### config.mk
export PLATFORM = sky130hd
export DESIGN_NAME = async_receive
export DESIGN_NICKNAME = d
export VERILOG_FILES = /design/src/rtl/async_pkg.sv /design/src/rtl/baud_tick_gen.sv /design/src/rtl/async_receive.sv
export SDC_FILE = /design/constraint.sdc
export NUM_CORES = 1
export LEC_CHECK = 0
export ABC_AREA = 1
export BUFFER_PORTS_ARGS = -buffer_cell sky130_fd_sc_hd__buf_2
export CORE_MARGIN = 4
export CORE_UTILIZATION = 51
export DETAILED_ROUTE_END_ITERATION = 16
export PLACE_DENSITY_LB_ADDON = 0.08
export SYNTH_ARGS = -nofsm -noshare
export SYNTH_HDL_FRONTEND = slang
export SYNTH_HIERARCHICAL = 1
export SYNTH_SLANG_ARGS = --single-unit
### constraint.sdc
create_clock -name clk -period 1.8 [get_ports clk]
set_input_delay 0.36 -clock clk [delete_from_list [all_inputs] [get_ports clk]]
set_output_delay 0.36 -clock clk [all_outputs]
set_load 0.01 [all_outputs]
### src/rtl/async_pkg.sv
// async_pkg: shared types, frame constants and helpers for the async UART receiver/transmitter
`timescale 1ns/1ps
package async_pkg;
  typedef enum logic [2:0] {IDLE, START, DATA, STOP, BREAK} rx_state_t;
  localparam int DATA_BITS = 8;
  localparam int STOP_BITS = 1;
  function automatic longint baud_inc(longint clkFrequency, longint baud, longint oversampling, int accWidth);
    return ((baud * oversampling << accWidth) + clkFrequency / 2) / clkFrequency;
  endfunction
  function automatic logic maj3(logic [2:0] v);
    return (v[0] & v[1]) | (v[0] & v[2]) | (v[1] & v[2]);
  endfunction
endpackage

### src/rtl/baud_tick_gen.sv
// baud_tick_gen: fractional accumulator producing Baud*Oversampling ticks per second
`timescale 1ns/1ps
module baud_tick_gen
  import async_pkg::*;
#(
  parameter int ClkFrequency = 25000000,
  parameter int Baud = 115200,
  parameter int Oversampling = 16,
  parameter int BaudGeneratorAccWidth = 16
) (
  input  logic clk,
  input  logic rst_n,
  input  logic enable,
  output logic tick
);
  localparam int W = BaudGeneratorAccWidth;
  localparam longint IncL = baud_inc(ClkFrequency, Baud, Oversampling, W);
  localparam logic [W:0] Inc = IncL[W:0];
  logic [W:0] acc;
  always_ff @(posedge clk or negedge rst_n)
    if (!rst_n) acc <= '0;
    else if (enable) acc <= {1'b0, acc[W-1:0]} + Inc;
  assign tick = acc[W];
endmodule

### src/rtl/async_receive.sv
// async_receive: 8N1 RS-232 receiver with 3-sample majority voting and a valid/ack holding register
`timescale 1ns/1ps
module async_receive
  import async_pkg::*;
#(
  parameter int ClkFrequency = 25000000,
  parameter int Baud = 115200,
  parameter int Oversampling = 16,
  parameter int BaudGeneratorAccWidth = 16
) (
  input  logic       clk,
  input  logic       rst_n,
  input  logic       RxD,
  output logic [7:0] RxD_data,
  output logic       RxD_data_ready,
  output logic       RxD_data_valid,
  input  logic       RxD_ack,
  output logic       RxD_frame_err,
  output logic       RxD_overrun,
  output logic       RxD_busy
);
  localparam int SW = $clog2(Oversampling);
  localparam logic [SW-1:0] Mid = SW'(Oversampling / 2);
  localparam logic [SW-1:0] MidLo = Mid - 1'b1;
  localparam logic [SW-1:0] MidHi = Mid + 1'b1;
  localparam logic [SW-1:0] Last = SW'(Oversampling - 1);
  localparam logic [2:0] LastBit = 3'(DATA_BITS - 1);
  if (ClkFrequency < 2 * Baud * Oversampling) begin : g_bad_clk
    $error("ClkFrequency must be at least 2*Baud*Oversampling");
  end
  if (Oversampling < 8 || (Oversampling & (Oversampling - 1)) != 0) begin : g_bad_os
    $error("Oversampling must be a power of 2 and at least 8");
  end
  logic rxMeta, rxS, tick;
  rx_state_t state;
  logic [SW-1:0] scnt;
  logic [2:0] bidx, vote, voteNext;
  logic [DATA_BITS-1:0] shreg;
  logic bitVal, inWindow;
  baud_tick_gen #(
    .ClkFrequency(ClkFrequency),
    .Baud(Baud),
    .Oversampling(Oversampling),
    .BaudGeneratorAccWidth(BaudGeneratorAccWidth)
  ) u_tick (
    .clk(clk),
    .rst_n(rst_n),
    .enable(1'b1),
    .tick(tick)
  );
  assign voteNext = {vote[1:0], rxS};
  assign bitVal = maj3(voteNext);
  assign inWindow = scnt == MidLo || scnt == Mid || scnt == MidHi;
  assign RxD_busy = state != IDLE;
  always_ff @(posedge clk or negedge rst_n) begin
    if (!rst_n) begin
      rxMeta <= 1'b1;
      rxS <= 1'b1;
      state <= IDLE;
      scnt <= '0;
      bidx <= '0;
      vote <= '0;
      shreg <= '0;
      RxD_data <= '0;
      RxD_data_ready <= 1'b0;
      RxD_data_valid <= 1'b0;
      RxD_frame_err <= 1'b0;
      RxD_overrun <= 1'b0;
    end else begin
      rxMeta <= RxD;
      rxS <= rxMeta;
      RxD_data_ready <= 1'b0;
      RxD_frame_err <= 1'b0;
      RxD_data_valid <= RxD_data_valid & ~RxD_ack;
      RxD_overrun <= RxD_overrun & ~RxD_ack;
      if (tick) begin
        if (state != IDLE) scnt <= scnt + 1'b1;
        if (state inside {START, DATA, STOP} && inWindow) vote <= voteNext;
        case (state)
          IDLE: if (!rxS) begin
            state <= START;
            scnt <= SW'(1);
          end
          START: if (scnt == MidHi && bitVal) state <= IDLE;
          else if (scnt == Last) begin
            state <= DATA;
            bidx <= '0;
          end
          DATA: begin
            if (scnt == MidHi) shreg <= {bitVal, shreg[DATA_BITS-1:1]};
            if (scnt == Last) begin
              if (bidx == LastBit) state <= STOP;
              bidx <= bidx + 1'b1;
            end
          end
          STOP: if (scnt == MidHi) begin
            // leave mid-stop so the next start edge can be caught immediately
            if (bitVal) begin
              RxD_data <= shreg;
              RxD_data_ready <= 1'b1;
              RxD_data_valid <= 1'b1;
              RxD_overrun <= (RxD_overrun | RxD_data_valid) & ~RxD_ack;
              state <= IDLE;
            end else begin
              RxD_frame_err <= 1'b1;
              state <= BREAK;
            end
          end
          BREAK: if (rxS) state <= IDLE;
          default: state <= IDLE;
        endcase
      end
    end
  end
endmodule

==> run metrics <==
first-pass GRT wire length=6840 um; CP startpoint kind=register; vias in the first global route=1,614; CP Class=reg -> out; Internal=1900 uW; H-tree levels=2; top cell type's share of synthesized area=0.493; Setup Skew=5.25 ps; DRC violations left=0; ANT cells=0; worst path arrival time=1340 ps; largest net degree at the start of global routing=30; worst path bufs/invs=1; Seq pwr share=0.468; ratio of cells with drive above 1 in the final layout=0.163; Die ar.=5500 um2; result of the run=complete, no violations; leading cell type in the layout, fill and taps excluded=nand2_1; gpl congestion=0.824; RSZ-0062 raised after global routing=no; DRT antenna net count=0; Final HPWL DP=2940 um; DR vias=1,706; postcts setup bufs=0; Nets=309; Cells after Synth=272; #FFs+latches synth=46; pwr dens=1140 nW/um2; crit-path leading delay family=flip-flops; max frequency=588 MHz; synthesis-to-finish area growth=13.5%; cell taking the most area after synthesis=dfrtp_1; routed len/inst=11.1 um; CTS tree=built; CTS buffer count=5; Die H=74.2 um; worst-path cell chain=nor2_2 > nand2_1 > buf_2; crit end category=primary output; # rows=23; top cells by area, synth=dfrtp_1 49%, nand2_1 15%, inv_1 6.6%, nand3_1 5.4%, o21ai_0 3.6%; Crit-path slowest cell=dfrtp_1; root buf cell=clkbuf_8; IO Count=17; Final TNS setup=0 ps; Tcrit/Tclk final=0.945; worst hold path type=in -> reg; Synth Warn #=6; fraction of power spent switching nets=0.343; Period minus WS final=1700 ps; Cell variety after synth=27; total core area=4120 um2; Pins Over Slew Limit=0; initial DRC count=76; most frequent cells in the layout=91 x nand2_1, 44 x dfrtp_1, 39 x inv_1; Logic pwr share=0.256; starting density of the core=0.542; CTS Sinks=46; Pwr Total=2890 uW; Static Leak=0.00137 uW; critical path fanouts, max=7; GRT Resource Usage Total=0.158; 1st-pass router iterations=4; final setup violation count=0; register area share after synthesis=0.517; maximum clock insertion buffer count=2; P_sw=992 uW; drt total wl=3890 um; IO buf count=16; Post-Syn Area per Cell=8.21 um2; Mapped Area=2230 um2; Die W=74.2 um; largest stage delay on the critical path=440 ps; CTS clk-pin slew, worst paths=90 ps; Final Hold Vio Count=0; total gr overflow=0; Clk network pwr share=0.276; antenna violations before repair=0; WP data required=1440 ps; maximum VDD drop=644 uV; vias per inst=4.87; Worst-Skew Late Latency=300 ps; Max Cap Viol=0
-- metrics by stage --
stage / hold slack, ps / setup slack (ps) / util / instance area (um2) / instances
floorplan: 64.4 / 391 / - / 2240 / 275
global route: 140 / 44.1 / 0.616 / 2530 / 350
finish: 154 / 99.0 / 0.616 / 2530 / 350
global placement: 324 / 248 / 0.582 / 2390 / 341
CTS: 145 / 96.3 / 0.613 / 2520 / 350
detailed placement: 327 / 138 / 0.582 / 2390 / 341
-- flip-flops by register name, indices dropped and copies added (netlist names) --
register and count:
rxMeta 1, RxD_frame_err 1, shreg 8, u_tick/acc 12, RxD_overrun 1, RxD_data 8, vote 2, RxD_data_ready 1
scnt 4, rxS 1, RxD_data_valid 1, state 3, bidx 3
-- power groups by stage --
| stage | clock (uW) | combinational [uW] | sequential (uW) |
|---|---|---|---|
| finish | 797 | 739 | 1350 |
| global route | 857 | 885 | 1380 |
| detailed placement | 0 | 746 | 1370 |
| floorplan | 0 | 593 | 1330 |
| CTS | 813 | 750 | 1350 |
| global placement | 0 | 725 | 1370 |
-- per-layer routing --
layer,vias up,track usage,share of wire
li1,891,-,-
met2,28,0.268,0.47
met3,5,0.0405,0.041
met1,782,0.205,0.48
met4,0,0.0362,0.0095
met5,-,0,0
-- cell families after synthesis --
logic type	count (synthesis)	synth area share
AOI/OAI and AO/OA	30	0.0807
xor gates and xnor gates	3	0.0118
adders and majority gates	6	0.0336
buffers and inverters	47	0.0880
DFF	46	0.517
other	1	0.00168
and+or+nand+nor	139	0.267
-- cell usage after synthesis, drive strengths merged --
cell,instances
a21oi,2
buf,3
clkbuf,1
conb,1
dfrtp,44
dfstp,2
ha,6
inv,43
nand2,95
nand3,25
nand3b,1
nand4,4
nor2,14
o21a,1
o21ai,24
o21bai,1
o22ai,2
xor2,3
-- layout make-up --
type | count | area [um2]
multi-input combinational | 182 | 906
inverter | 43 | 161
clock inverter | 3 | 48.8
clock buffer | 5 | 68.8
tap | 50 | 62.6
fill | 381 | 1580
timing repair buffer | 21 | 133
sequential | 46 | 1150
-- timing repair --
| action | in CTS | in global routing |
|---|---|---|
| endpoints found under the hold margin | 3 | 0 |
| hold buffers | 1 | 0 |
| gates resized for setup | 0 | 3 |
| setup endpoints to repair | 0 | 3 |
-- worst paths after layout --
path	cells past startpoint	slack [ps]	end	startpoint
min reg2reg	0	360	rxS	rxMeta
max	3	100	RxD_busy	state[2]
min	1	150	rxMeta	RxD
max reg2reg	10	250	state[1]	scnt[1]
max in group asynchronous	3	790	u_tick/acc[6]	rst_n
min in group asynchronous	2	520	state[0]	rst_n
No activity file was read; power rests on OpenSTA's default activity.
